==> config.mk <==
export PLATFORM = sky130hd
export DESIGN_NAME = temp_avg_drift
export DESIGN_NICKNAME = d
export VERILOG_FILES = /design/src/rtl/temp_avg_drift.sv
export SDC_FILE = /design/constraint.sdc
export NUM_CORES = 1
export LEC_CHECK = 0
export BUFFER_PORTS_ARGS = -buffer_cell sky130_fd_sc_hd__buf_2
export CAP_MARGIN = 20
export CORE_MARGIN = 10
export CORE_UTILIZATION = 65
export DETAILED_ROUTE_END_ITERATION = 8
export PLACE_DENSITY = 0.91
export SLEW_MARGIN = 20
export SYNTH_ARGS = -nofsm -noshare
export SYNTH_HDL_FRONTEND = slang
export SYNTH_SLANG_ARGS = --single-unit
export TNS_END_PERCENT = 5
==> constraint.sdc <==
create_clock -name i_mc -period 9.05 [get_ports i_mc]
set_clock_uncertainty 0.1 [all_clocks]
set_input_delay 0.905 -clock i_mc [delete_from_list [all_inputs] [get_ports i_mc]]
set_output_delay 0.905 -clock i_mc [all_outputs]
set_load 0.02 [all_outputs]
==> src/rtl/temp_avg_drift.sv <==
// temp_avg_drift: periodically samples three raw ADC temperature codes and
// smooths each one through an 8-deep moving average. It also tracks drift of
// the averaged sensor code against a calibration reference, and raises a
// level calibration request that the calibration controller acknowledges.
module temp_avg_drift #(
    parameter int unsigned CLK_IN_FREQ   = 6_000_000,
    parameter int unsigned SAMPLE_CYCLES = 1_800_000,
    parameter logic [15:0] DRIFT_THRESH  = 16'd64
) (
    input  logic        i_mc,
    input  logic        i_rst_n,
    input  logic [15:0] i_temp_sensor,
    input  logic [15:0] i_temp_shutter,
    input  logic [15:0] i_temp_lens,
    input  logic        i_nuc_ack,
    output logic [15:0] o_avg_sensor,
    output logic [15:0] o_avg_shutter,
    output logic [15:0] o_avg_lens,
    output logic        o_avg_vld,
    output logic [15:0] o_drift,
    output logic        o_nuc_req
);

    localparam int unsigned CNT_W = (SAMPLE_CYCLES > 1) ? $clog2(SAMPLE_CYCLES) : 1;

    // A period shorter than one sampling round would let a tick land outside IDLE.
    if (SAMPLE_CYCLES < 8 || CLK_IN_FREQ == 0) begin : g_bad_params
        $error("temp_avg_drift: SAMPLE_CYCLES must be >= 8 and CLK_IN_FREQ nonzero");
    end

    typedef enum logic [2:0] {
        S_IDLE,
        S_LATCH,
        S_UPD0,
        S_UPD1,
        S_UPD2,
        S_CMP
    } state_e;

    // Channel index 0 = sensor, 1 = shutter, 2 = lens.
    state_e           state_q, state_d;
    logic [CNT_W-1:0] cnt_q, cnt_d;
    logic [2:0]       ptr_q, ptr_d;
    logic             primed_q, primed_d;
    logic [15:0]      smp_q  [3];
    logic [15:0]      smp_d  [3];
    logic [15:0]      hist_q [3][8];
    logic [15:0]      hist_d [3][8];
    logic [18:0]      sum_q  [3];
    logic [18:0]      sum_d  [3];
    logic [15:0]      avg_q  [3];
    logic [15:0]      avg_d  [3];
    logic [15:0]      ref_q, ref_d;
    logic [15:0]      drift_q, drift_d;
    logic             req_q, req_d;
    logic             vld_q, vld_d;

    logic             tick;
    logic             upd_en;
    logic [1:0]       ch;
    logic [18:0]      smp_ext;
    logic [18:0]      old_ext;
    logic [18:0]      new_sum;
    logic [16:0]      diff;
    logic [16:0]      diff_mag;
    logic             cmp_set;

    assign tick = (cnt_q == CNT_W'(SAMPLE_CYCLES - 1));

    // Next-state, history update, drift compare and request handshake.
    always_comb begin
        // NOTE: every variable written here gets a default first, so no path can infer a latch.
        state_d  = state_q;
        cnt_d    = tick ? '0 : cnt_q + CNT_W'(1);
        ptr_d    = ptr_q;
        primed_d = primed_q;
        smp_d    = smp_q;
        hist_d   = hist_q;
        sum_d    = sum_q;
        avg_d    = avg_q;
        ref_d    = ref_q;
        drift_d  = drift_q;
        req_d    = req_q;
        vld_d    = 1'b0;
        upd_en   = 1'b0;
        ch       = 2'd0;
        smp_ext  = '0;
        old_ext  = '0;
        new_sum  = '0;
        cmp_set  = 1'b0;
        diff     = {avg_q[0][15], avg_q[0]} - {ref_q[15], ref_q};
        diff_mag = diff[16] ? (~diff + 17'd1) : diff;

        case (state_q)
            S_IDLE: begin
                if (tick) state_d = S_LATCH;
            end
            S_LATCH: begin
                // All three channels are captured on the same edge to keep the set coherent.
                smp_d[0] = i_temp_sensor;
                smp_d[1] = i_temp_shutter;
                smp_d[2] = i_temp_lens;
                state_d  = S_UPD0;
            end
            S_UPD0: begin
                upd_en  = 1'b1;
                ch      = 2'd0;
                state_d = S_UPD1;
            end
            S_UPD1: begin
                upd_en  = 1'b1;
                ch      = 2'd1;
                state_d = S_UPD2;
            end
            S_UPD2: begin
                upd_en  = 1'b1;
                ch      = 2'd2;
                vld_d   = 1'b1;
                state_d = S_CMP;
            end
            S_CMP: begin
                state_d = S_IDLE;
                ptr_d   = ptr_q + 3'd1;
                if (!primed_q) begin
                    primed_d = 1'b1;
                    ref_d    = avg_q[0];
                    drift_d  = '0;
                end else begin
                    if (diff[16] != diff[15]) begin
                        drift_d = diff[16] ? 16'h8000 : 16'h7FFF;
                    end else begin
                        drift_d = diff[15:0];
                    end
                    cmp_set = !req_q && (diff_mag >= {1'b0, DRIFT_THRESH});
                    if (cmp_set) req_d = 1'b1;
                end
            end
            default: state_d = S_IDLE;
        endcase

        // One shared datapath updates whichever channel the current UPD state selects.
        if (upd_en) begin
            smp_ext = {{3{smp_q[ch][15]}}, smp_q[ch]};
            old_ext = {{3{hist_q[ch][ptr_q][15]}}, hist_q[ch][ptr_q]};
            if (!primed_q) begin
                // The first sample fills the whole window, so the first average equals the raw input.
                new_sum = {smp_q[ch], 3'b000};
                for (int i = 0; i < 8; i++) hist_d[ch][i] = smp_q[ch];
            end else begin
                new_sum = sum_q[ch] + smp_ext - old_ext;
                hist_d[ch][ptr_q] = smp_q[ch];
            end
            sum_d[ch] = new_sum;
            avg_d[ch] = new_sum[18:3];
        end

        // Calibration done: the ack wins over a same-cycle request and re-bases the reference.
        if (i_nuc_ack && (req_q || cmp_set)) begin
            req_d   = 1'b0;
            ref_d   = avg_q[0];
            drift_d = '0;
        end
    end

    // State register; every flop, including the averaging history, is cleared by reset.
    always_ff @(posedge i_mc or negedge i_rst_n) begin
        if (!i_rst_n) begin
            state_q  <= S_IDLE;
            cnt_q    <= '0;
            ptr_q    <= '0;
            primed_q <= 1'b0;
            smp_q    <= '{default: '0};
            // NOTE: the history array is reset as well, so a reset in the middle of a round leaves no stale window.
            hist_q   <= '{default: '0};
            sum_q    <= '{default: '0};
            avg_q    <= '{default: '0};
            ref_q    <= '0;
            drift_q  <= '0;
            req_q    <= 1'b0;
            vld_q    <= 1'b0;
        end else begin
            // NOTE: non-blocking assignments here, so every flop samples the values from before this edge.
            state_q  <= state_d;
            cnt_q    <= cnt_d;
            ptr_q    <= ptr_d;
            primed_q <= primed_d;
            smp_q    <= smp_d;
            hist_q   <= hist_d;
            sum_q    <= sum_d;
            avg_q    <= avg_d;
            ref_q    <= ref_d;
            drift_q  <= drift_d;
            req_q    <= req_d;
            vld_q    <= vld_d;
        end
    end

    assign o_avg_sensor  = avg_q[0];
    assign o_avg_shutter = avg_q[1];
    assign o_avg_lens    = avg_q[2];
    assign o_avg_vld     = vld_q;
    assign o_drift       = drift_q;
    assign o_nuc_req     = req_q;

endmodule
; After elaboration in Yosys (flattened, before gate mapping)
; Index checks and enable logic that the tools add are counted.
[classes]
n_addsub = 6
magnitude_cmp = 5
reduce_logical = 13
n_bitwise = 3
mux = 71
eq_ne = 9
[ops]
columns = cell, n
row1 = 384-bit bitwise mux, 9
row2 = 128-bit demux with 2-bit select, 9
row3 = 128-bit 2-to-1 mux, 4
row4 = 384-bit 2-to-1 mux, 1
row5 = 128-bit binary-select mux with 2-bit select, 1
row6 = 16-bit 2-to-1 mux, 15
row7 = 112-bit 2-to-1 mux, 1
row8 = 96-bit 2-to-1 mux, 1
row9 = 19-bit 2-to-1 mux, 5
row10 = 80-bit 2-to-1 mux, 1
row11 = 64-bit 2-to-1 mux, 1
row12 = 57-bit bitwise mux, 1
row13 = 16-bit binary-select mux with 3-bit select, 1
row14 = 48-bit bitwise mux, 1
row15 = 16-bit demux with 3-bit select, 1
row16 = 48-bit 2-to-1 mux, 1
row17 = 19-bit binary-select mux with 2-bit select, 1
row18 = 19-bit demux with 2-bit select, 1
row19 = 16-bit binary-select mux with 2-bit select, 1
row20 = 16-bit demux with 2-bit select, 1
row21 = 32-bit 2-to-1 mux, 1
row22 = "21-bit by 1-bit adder with 21-bit output, second input constant", 1
row23 = "21-bit equality test, second input constant", 1
row24 = 21-bit 2-to-1 mux, 1
row25 = 32 further kinds, 46
[totals]
register_bits = 599
output_inout_bits = 66

; Depth between registers and ports, before layout
; Gate-level depths: netlist of the first run.
[logic_depth]
word_depth = 16
ltp_mapped = 26

; Worst setup path after synthesis of the first run
; OpenSTA, ideal clock, no wires.
[synth_path]
path_kind = register to register
startpoint = register state_q[2]
endpoint = register sum_q[17] (netlist bit)
n_path_buf = 6
setup_slack_ps = 3035
t_arrival_ps = 5833
path_stages_with_launch = 26
t_required_ps = 8868
cell_sequence = dfrtp_1 > clkbuf_1 > and3b_1 > clkbuf_1 > buf_2 > buf_1 > buf_1 > buf_1 > mux2i_1 > o22ai_1 > nor4_1 > a21oi_1 > fa_1 > inv_1 > ha_1 > a21o_1 > a21oi_1 > o21bai_1 > a21oi_1 > o31ai_1 > o41a_1 > a41o_1 > o41ai_1 > xnor2_1 > nand2_1 > a31oi_1
[synth_via]
elab_chain_len = 13
[synth_lines]
columns = element, line
row1 = "start, declared", 41  ; state_e state_q, state_d;
row2 = "start signal, assigned", 183  ; state_q <= state_d;
row3 = "parallel branches: the longest is 13 deep, another holds 19-bit adder", n/a
row4 = "end signal, assigned", 189  ; sum_q <= sum_d;
row5 = "end, declared", 49  ; logic [18:0] sum_q [3];
; Parallel ways; which one is timed is not known. The select of a mux whose other input is x is not followed.
; A chain may end at the register's enable or synchronous reset.

; Worst setup path in the final report of the first run
[layout_path]
startpoint = register ptr_q[1]
endpoint = register sum_q[36] (netlist bit)
[layout_via]
elab_chain_len = 8
[layout_lines]
columns = element, line
row1 = "start, declared", 43  ; logic [2:0] ptr_q, ptr_d;
row2 = "start signal, assigned", 185  ; ptr_q <= ptr_d;
row3 = 3-bit NOT with 4-bit output (implied by the code), 144  ; old_ext = {{3{hist_q[ch][ptr_q][15]}}, hist_q[ch][ptr_q]};
row4 = 16-bit binary-select mux with 3-bit select, 144
row5 = 16-bit 2-to-1 mux (implied by the code) (2 in series), 144
row6 = 19-bit subtractor, 150  ; new_sum = sum_q[ch] + smp_ext - old_ext;
row7 = 19-bit 2-to-1 mux, 145  ; if (!primed_q) begin
row8 = 19-bit 2-to-1 mux, 142  ; if (upd_en) begin
row9 = 57-bit bitwise mux, 153  ; sum_d[ch] = new_sum;
; No other way between the ends. The select of a mux whose other input is x is not followed.

==> Implementation_results.wiki, run 1 <==
{| class="wikitable"
! Metric !! Value
|-
| Mean number of vias per cell || 6.88
|-
| Share of the clock period used by the worst path || 0.712
|-
| HPWL after detailed placement || 51.1 mm
|-
| # hold bufs at CTS || 0
|-
| Crit path DAT || around 6.9 ns
|-
| Number of buffers added for setup after CTS || 0
|-
| Area share of the largest cell type after synthesis || 0.507
|-
| Number of endpoints failing setup at the final stage || 0
|-
| Total of cells resized after clock tree synthesis || 0
|-
| Final cell area excluding filler cells || between 20000 and 30000 um^2
|-
| Mean instance size in the synthesized netlist || 10.2 um^2
|-
| Critical path launch point type || flop
|-
| Number of fill cells in the layout || 2601
|-
| Die Width || around 220 um
|-
| Sequential cell area in the final layout || 13800 um^2
|-
| Largest stage delay on the critical path || 0.82 ns
|-
| Tmin final || 6.44 ns
|-
| Largest voltage drop on the vdd net || 0.146 mV
|-
| Number of standard cells after synthesis || 2675
|-
| Type of the tightest min-delay check || input port to asynchronous set/reset pin
|-
| Boundary pin count || 117
|-
| Fraction of final layout cells with drive strength greater than 1 || 0.192
|-
| Largest net degree at the start of global routing || 189
|-
| # port buffers || between 100 and 150
|-
| Buffer levels on the longest clock path || 3
|-
| Maximum frequency from static timing analysis || between 0.15 and 0.2 GHz
|-
| Total vias in the final route || 22300
|-
| Cell repeated most along the worst path || sky130_fd_sc_hd__a21oi_1
|-
| Ys Warns || 0
|-
| Clock-pin slew on the worst setup and hold paths || 0.07 ns
|-
| Sinks on the clock net || about 550
|-
| Clock root buffer master || sky130_fd_sc_hd__clkbuf_16
|-
| Count of endpoints failing hold in the final timing report || 0
|-
| Post-DR wirelength/cell || about 25 um
|-
| Antenna violations before repair || 2
|-
| CP Data Required Time || between 9 and 10 ns
|-
| Synthesized flop and latch total || 551
|-
| Core area || 41100 um^2
|-
| Crit path cell chain || buf_4 -> clkinv_1 -> nor3_1 -> a22oi_1 -> nand3_1 -> a21oi_1 -> a21oi_1 -> fa_1 -> inv_1 -> ha_1 -> a21o_1 -> a21oi_1 -> o21bai_1 -> a21oi_1 -> o31ai_1 -> o41a_1 -> a41o_1 -> o41ai_1 -> xnor2_1 -> nand2_1 -> a31oi_1
|-
| Main area contributors after synthesis || sky130_fd_sc_hd__dfrtp_1 (51%), sky130_fd_sc_hd__mux2_2 (7.4%), sky130_fd_sc_hd__a21oi_1 (6.6%)
|-
| Setup TNS after final layout || 0 ns
|-
| Final #Nets || 2772
|-
| Die Footprint || 50400 um^2
|-
| Fraction of synthesis flops using an asynchronous set or reset pin || 1.00
|-
| Hold slack final || roughly 0.26 ns
|-
| EDFF count, synth || 0
|-
| Global-route wire length before repair || 126 mm
|-
| R2R Path End || sum_q[36]$_DFFE_PN0P_
|-
| Count of TritonRoute iterations in the first routing pass || 7
|-
| First-iteration detailed-routing DRC count || ~3500
|-
| Endpoint class of the critical path || flop
|-
| Worst Setup EP || sum_q[36]$_DFFE_PN0P_
|-
| Final max-slew violation count || 0
|-
| Total routing usage reported by global routing || 0.318
|-
| Class of the most critical setup path || flop to flop
|-
| Vias in the first global route || 22300
|-
| Sequential-to-total area share from yosys stat || 0.507
|-
| Number of remaining DRC errors || 0
|-
| Timing startpoint of the critical path || ptr_q[1]$_DFFE_PN0P_
|-
| Status || finished, final reports clean
|-
| Area of the mapped netlist || 27200 um^2
|-
| Inserted Clock Buffers || 54
|-
| Placer's final routability congestion estimate || about 0.97
|-
| Leakage Power || 13.9 nW
|-
| Most used flip-flop cell after synthesis || sky130_fd_sc_hd__dfrtp_1
|-
| Reg-to-reg startpoint || ptr_q[1]$_DFFE_PN0P_
|-
| Antenna diodes || 0
|-
| Maximum level of the CTS H-tree || 2
|-
| Die outline height || 224 um
|-
| Synth cell types || 86
|-
| Top cell type by total area after synthesis || sky130_fd_sc_hd__dfrtp_1
|-
| Area growth syn-to-layout || 9.63%
|-
| Slew headroom || 0.227
|-
| Unrepaired setup endpoints after global routing || false
|-
| Maximum fanout encountered on the critical timing path || 37
|-
| Post-synth net total || 2784
|-
| Later-pin clock latency in the skew report || 0.63 ns
|-
| R2R cell count || 21
|-
| Aggregate global routing overflow || 0
|-
| Initial Util || 0.661
|-
| Slowest stage cell, crit path || sky130_fd_sc_hd__nor3_1
|-
| Power density over the cells || around 160 nW/um^2
|-
| MaxCap Viol Count || 0
|-
| Standard-cell row count || 74
|-
| CTS tree || done
|-
| Remaining number of nets flagged by the antenna check after routing || 0
|-
| Register-to-register path setup slack || approximately 2.6 ns
|-
| Transition time of the tightest slew-check pin || around 1.2 ns
|-
| Multi-input gate area in the final layout || 12200 um^2
|-
| Wire length after detailed routing || 81.5 mm
|-
| Cell area after placement || 27900 um^2
|}
==> layer usage <==
layer	share of wire	global-route usage	vias to the layer above	routed length, um
met5	0.00016	0	-	13
met4	0.068	0.195	2	5560
met3	0.13	0.103	446	10700
met2	0.45	0.487	1684	36400
met1	0.35	0.388	10800	28800
li1	-	-	9331	-
==> layout by cell type (no fill, tap or decap), drive strengths merged, types with 6 or more instances in the layout <==
| master | n |
|---|---|
| a221oi | 10 |
| o22ai | 27 |
| clkbuf | 75 |
| clkinv | 16 |
| o21ai | 138 |
| fa | 19 |
| mux2i | 83 |
| a21o | 8 |
| mux4 | 26 |
| inv | 64 |
| nor3 | 23 |
| mux2 | 188 |
| nand2 | 233 |
| a31oi | 27 |
| a21boi | 12 |
| nand4 | 10 |
| a211oi | 10 |
| buf | 171 |
| nor4 | 14 |
| xnor2 | 26 |
| a22oi | 23 |
| xor2 | 16 |
| and2 | 7 |
| nand3 | 42 |
| a22o | 26 |
| a32o | 15 |
| nor2 | 327 |
| and3 | 8 |
| dfrtp | 551 |
| o211ai | 6 |
| ha | 39 |
| a21oi | 358 |
| or3 | 7 |
| nand2b | 11 |
==> stage by stage <==
step / std cells / power (mW) / utilization / setup WS, ns
finish: 3234 / 4.91 / 0.725 / 2.61
global route: 3234 / 5.03 / 0.725 / 2.32
CTS: 3231 / 4.91 / 0.722 / 2.71
detailed placement: 3136 / 2.63 / 0.678 / 2.77
global placement: 3136 / 2.62 / 0.678 / 2.86
floorplan: 2675 / 2.55 / - / 3.04
==> sequential cells by signal, indices dropped and copies added (netlist names) <==
signal	cells
sum_q	57
o_avg_vld	1
ptr_q	3
ref_q	16
o_nuc_req	1
o_drift	16
hist_q	384
smp_q	48
cnt_q	21
primed_q	1
state_q	3
==> cell type report <==
type	instances	area share
timing repair buffer	171	0.0357
clock inverter	20	0.00865
sequential	551	0.463
tap	532	0.0223
multi-input combinational	1819	0.410
clock buffer	75	0.0520
inverter	66	0.00832
==> worst min-delay path by stage <==
stage | to | slack (ns) | depth (start not counted)
3_3_place_gp | hist_q[245]$_DFFE_PN0P_ | 0.36 | 2
6_report | o_drift[7]$_DFFE_PN0P_ | 0.26 | 1
2_1_floorplan | hist_q[243]$_DFFE_PN0P_ | 0.35 | 2
4_1_cts | o_drift[8]$_DFFE_PN0P_ | 0.33 | 1
3_5_place_dp | hist_q[240]$_DFFE_PN0P_ | 0.37 | 2
5_1_grt | o_drift[8]$_DFFE_PN0P_ | 0.35 | 1
==> worst max-delay path: cells and delay by family, from the launching register on <==
family	cells	cell delay, ns
fa+ha+maj	2	0.72
flops	1	0.32
simple gates	3	1.09
compound gates	12	2.75
xor+xnor	1	0.16
buf+inv	3	1.21
==> Yosys cell counts (all sizes together) (6+ instances only) <==
| cell type | instances |
|---|---|
| a21boi | 12 |
| or3 | 7 |
| buf | 83 |
| inv | 62 |
| a31oi | 27 |
| mux2 | 188 |
| clkbuf | 156 |
| nand2 | 233 |
| and2 | 7 |
| fa | 19 |
| xnor2 | 26 |
| o211ai | 6 |
| nand2b | 11 |
| nor3 | 23 |
| xor2 | 16 |
| ha | 39 |
| nand4 | 10 |
| nor4 | 14 |
| mux4 | 26 |
| mux2i | 83 |
| a32o | 15 |
| a221oi | 10 |
| dfrtp | 551 |
| nand3 | 42 |
| a21o | 8 |
| a21oi | 358 |
| o22ai | 27 |
| a22oi | 23 |
| nor2 | 327 |
| a211oi | 10 |
| and3 | 8 |
| o21ai | 138 |
| a22o | 26 |
==> where the power goes <==
group	switching, mW	total [mW]	leakage [nW]	internal (mW)
Combinational	0.0854	0.117	5.33	0.0313
Sequential	0.000672	2.46	7.68	2.46
Clock	0.990	2.33	0.897	1.34
Total	1.08	4.91	13.9	3.83
==> cells by family after synthesis <==
logic type | count (synthesis) | synth area share
DFF | 551 | 0.507
and+or+nand+nor | 716 | 0.113
buffers and inverters | 305 | 0.0499
muxes | 297 | 0.131
adders and majority gates | 58 | 0.0320
xor gates and xnor gates | 42 | 0.0135
AOI/OAI and AO/OA | 706 | 0.153
No activity file was read; power rests on OpenSTA's default activity.
==> run 2, diff against run 1 <==
--- a/config.mk
+++ b/config.mk
@@ -8,9 +8,9 @@
 export BUFFER_PORTS_ARGS = -buffer_cell sky130_fd_sc_hd__buf_2
 export CAP_MARGIN = 20
 export CORE_MARGIN = 10
-export CORE_UTILIZATION = 65
+export CORE_UTILIZATION = 56
 export DETAILED_ROUTE_END_ITERATION = 8
-export PLACE_DENSITY = 0.91
+export PLACE_DENSITY = 0.84
 export SLEW_MARGIN = 20
 export SYNTH_ARGS = -nofsm -noshare
 export SYNTH_HDL_FRONTEND = slang
==> constraint.sdc (replaced) <==
create_clock -name i_mc -period 5.4 [get_ports i_mc]
set_clock_uncertainty 0.1 [all_clocks]
set_input_delay 0.54 -clock i_mc [delete_from_list [all_inputs] [get_ports i_mc]]
set_output_delay 0.54 -clock i_mc [all_outputs]
set_load 0.02 [all_outputs]
==> Implementation_results.wiki, run 2 (synthesis gave the netlist of run 1 again) <==
{| class="wikitable"
! Metric !! Value
|-
| Endpoint class of the critical path || flop
|-
| Maximum fanout encountered on the critical timing path || 13 (-65%)
|-
| Largest net degree at the start of global routing || 135 (-29%)
|-
| Power density over the cells || 278 nW/um^2 (+69%)
|-
| Standard-cell row count || 80 (+8.1%)
|-
| Sequential cell area in the final layout || 13800 um^2 (unchanged)
|-
| Share of the clock period used by the worst path || 0.961 (+0.249)
|-
| Aggregate global routing overflow || 0 (unchanged)
|-
| HPWL after detailed placement || 57.2 mm (+12%)
|-
| Flip-flop count of the largest register, all copies and words added || 384 (unchanged)
|-
| Area growth syn-to-layout || 14.0%
|-
| Total vias in the final route || 22000 (-1.0%)
|-
| Slowest stage cell, crit path || sky130_fd_sc_hd__fa_1
|-
| CTS tree || done
|-
| Buffer levels on the longest clock path || 3 (unchanged)
|-
| Remaining number of nets flagged by the antenna check after routing || 0 (unchanged)
|-
| # port buffers || 116 (unchanged)
|-
| Later-pin clock latency in the skew report || 0.63 ns (about the same)
|-
| Cell repeated most along the worst path || sky130_fd_sc_hd__buf_4
|-
| Most frequent cells in the layout || sky130_fd_sc_hd__dfrtp_1 (549), sky130_fd_sc_hd__a21oi_1 (338), sky130_fd_sc_hd__nor2_1 (326), sky130_fd_sc_hd__nand2_1 (229), sky130_fd_sc_hd__mux2_2 (179)
|-
| Leakage Power || 14.5 nW (+4.4%)
|-
| Crit path cell chain || buf_4 -> buf_4 -> mux2i_1 -> nor3_1 -> a2111oi_0 -> buf_4 -> nor2_1 -> nor2_1 -> a221oi_2 -> fa_1 -> inv_1 -> ha_1 -> inv_1 -> o21bai_1 -> a21oi_1 -> o31ai_1 -> o41a_1 -> a41o_1 -> o41ai_2 -> xnor2_1 -> nand2_1 -> a31oi_1
|-
| Wire length after detailed routing || 83.1 mm (+1.9%)
|-
| Class of the most critical setup path || flop to flop
|-
| Maximum frequency from static timing analysis || 0.193 GHz (+24%)
|-
| Slew headroom || 0.259 (+0.0319)
|-
| Multi-input gate area in the final layout || 12300 um^2 (+0.35%)
|-
| Clock-pin slew on the worst setup and hold paths || 0.07 ns (about the same)
|-
| Critical path launch point type || flop
|-
| Die Footprint || 57700 um^2 (+15%)
|-
| Clock network power share || 0.498 (+0.024)
|-
| Global-route wire length before repair || 127 mm (+1.3%)
|-
| Switching power as a share of total power || 0.212 (-0.00700)
|-
| GR met3 Demand/Resource || 0.0639 (-0.0388)
|-
| Count of buffer and inverter cells on the critical path || 5 (+2)
|-
| Leading registers by flop count || hist_q x384, sum_q x57, smp_q x48
|-
| Inserted Clock Buffers || 55 (+1.9%)
|-
| Number of remaining DRC errors || 0 (unchanged)
|-
| Most common library cell in the layout ignoring fill and taps || sky130_fd_sc_hd__dfrtp_1
|-
| Met1 demand-to-capacity share in global routing || 0.375 (-0.0125)
|-
| Count of TritonRoute iterations in the first routing pass || 6 (-1)
|-
| Largest register by flop count || hist_q
|-
| Internal Power || 6.79 mW (+77%)
|-
| Tmin final || 5.19 ns (-1.25 ns)
|-
| Placer's final routability congestion estimate || 1.02 (+5.0%)
|-
| Core area || 47800 um^2 (+16%)
|-
| Maximum level of the CTS H-tree || 2 (unchanged)
|-
| Largest stage delay on the critical path || 0.53 ns (-0.29 ns)
|-
| Boundary pin count || 117 (unchanged)
|-
| Met2 track demand over resource in global routing || 0.447 (-0.0400)
|-
| Combinational Power Share || 0.023 (about the same)
|-
| Status || finished, final reports clean
|-
| Vias in the first global route || 21700 (-3.0%)
|-
| Seq pwr share || 0.479 (-0.023)
|-
| Final setup margin || 0.212 ns (-2.40 ns)
|-
| First-iteration detailed-routing DRC count || 2699 (-24%)
|-
| Post-DR wirelength/cell || 24.3 um (-3.7%)
|-
| Hold slack final || 0.0425 ns (-0.220 ns)
|-
| Switching power of the nets || 1.83 mW (+70%)
|-
| CP Data Required Time || 5.84 ns (-3.65 ns)
|-
| Number of fill cells in the layout || 3579 (+38%)
|-
| Clock root buffer master || sky130_fd_sc_hd__clkbuf_16
|-
| Initial Util || 0.568 (-0.0931)
|-
| Transition time of the tightest slew-check pin || 1.11 ns (-0.0479 ns)
|-
| Minimum setup slack after placement || 0.0533 ns (-2.71 ns)
|-
| Mean number of vias per cell || 6.44 (-6.4%)
|-
| MaxCap Viol Count || 0 (unchanged)
|-
| Die outline height || 240 um (+7.0%)
|-
| Count of endpoints failing hold in the final timing report || 0 (unchanged)
|-
| Final max-slew violation count || 0 (unchanged)
|-
| Antenna violations before repair || 1 (-1)
|-
| Largest voltage drop on the vdd net || 0.240 mV (+65%)
|-
| Type of the tightest min-delay check || input port to flop
|-
| Total routing usage reported by global routing || 0.285 (-0.0322)
|-
| CP delay by family, top || compound AO/OA/AOI/OAI gates
|-
| Busiest layer in global routing || met2
|-
| Sinks on the clock net || 551 (unchanged)
|-
| Crit path DAT || 5.63 ns (-1.26 ns)
|-
| Final #Nets || 2868 (+3.5%)
|-
| Die Width || 240 um (+7.0%)
|-
| Antenna diodes || 0 (unchanged)
|-
| Number of endpoints failing setup at the final stage || 0 (unchanged)
|-
| Fraction of final layout cells with drive strength greater than 1 || 0.225 (+0.0335)
|}
run 2: area by class of cell:
cell class | instances | area share
Multi-Input combinational cell | 1821 | 0.396
Clock buffer | 71 | 0.0503
Timing Repair Buffer | 264 | 0.0600
Sequential cell | 551 | 0.445
Tap cell | 615 | 0.0248
Inverter | 66 | 0.00812
Clock inverter | 33 | 0.0158
run 2: final timing paths:
kind	startpoint	to	slack, ns	cells past startpoint
worst max-delay path	ptr_q[0]$_DFFE_PN0P_	sum_q[17]$_DFFE_PN0P_	0.21	22
worst min-delay path	i_nuc_ack	o_nuc_req$_DFFE_PN0P_	0.04	2
min in group asynchronous	i_rst_n	o_drift[13]$_DFFE_PN0P_	0.51	2
worst max register to register	ptr_q[0]$_DFFE_PN0P_	sum_q[17]$_DFFE_PN0P_	0.21	22
worst min register to register	hist_q[249]$_DFFE_PN0P_	hist_q[249]$_DFFE_PN0P_	0.39	2
max in group asynchronous	i_rst_n	hist_q[318]$_DFFE_PN0P_	3.44	3
run 2: through the flow:
step                      setup TNS [ns]   util  std cells  power [mW]  area [um^2]
after global routing             -0.0296  0.647       3421        8.85        31000
after CTS                              0  0.643       3407        8.66        30800
after detailed placement               0  0.600       3302        4.41        28700
final                                  0  0.647       3421        8.62        31000
after floorplan                        0      -       2675        4.28        27200
after global placement                 0  0.600       3302        4.40        28700
run 2: worst reg2reg max path, stage by stage, from the launching register on:
cell	delay [ns]
sky130_fd_sc_hd__dfrtp_2	0.49
sky130_fd_sc_hd__buf_4	0.32
sky130_fd_sc_hd__buf_4	0.34
sky130_fd_sc_hd__mux2i_1	0.22
sky130_fd_sc_hd__nor3_1	0.07
sky130_fd_sc_hd__a2111oi_0	0.46
sky130_fd_sc_hd__buf_4	0.22
sky130_fd_sc_hd__nor2_1	0.04
sky130_fd_sc_hd__nor2_1	0.10
sky130_fd_sc_hd__a221oi_2	0.07
sky130_fd_sc_hd__fa_1	0.54
sky130_fd_sc_hd__inv_1	0.04
sky130_fd_sc_hd__ha_1	0.30
sky130_fd_sc_hd__inv_1	0.07
sky130_fd_sc_hd__o21bai_1	0.08
sky130_fd_sc_hd__a21oi_1	0.16
sky130_fd_sc_hd__o31ai_1	0.12
sky130_fd_sc_hd__o41a_1	0.36
sky130_fd_sc_hd__a41o_1	0.28
sky130_fd_sc_hd__o41ai_2	0.24
sky130_fd_sc_hd__xnor2_1	0.17
sky130_fd_sc_hd__nand2_1	0.11
sky130_fd_sc_hd__a31oi_1	0.20
run 2: per-layer routing:
| metal | part of all wire | wire length, um | up-vias |
|---|---|---|---|
| li1 | - | - | 9551 |
| met1 | 0.39 | 32400 | 10900 |
| met4 | 0.046 | 3820 | 0 |
| met5 | 0 | 0 | - |
| met3 | 0.11 | 9010 | 234 |
| met2 | 0.46 | 37800 | 1295 |
run 2: what timing repair did:
action	4_1_cts	5_1_grt
buffers inserted	0	10
endpoints found under the setup margin	0	23
hold buffers	1	0
endpoints found under the hold margin	107	0
gates resized for setup	0	13
run 2: power by group through the flow:
stage / Sequential, mW / Clock (mW) / Combinational [mW]
after floorplan: 4.21 / 0 / 0.0688
after global placement: 4.21 / 0 / 0.196
after detailed placement: 4.21 / 0 / 0.201
after CTS: 4.13 / 4.33 / 0.203
after global routing: 4.13 / 4.50 / 0.223
final: 4.13 / 4.30 / 0.199
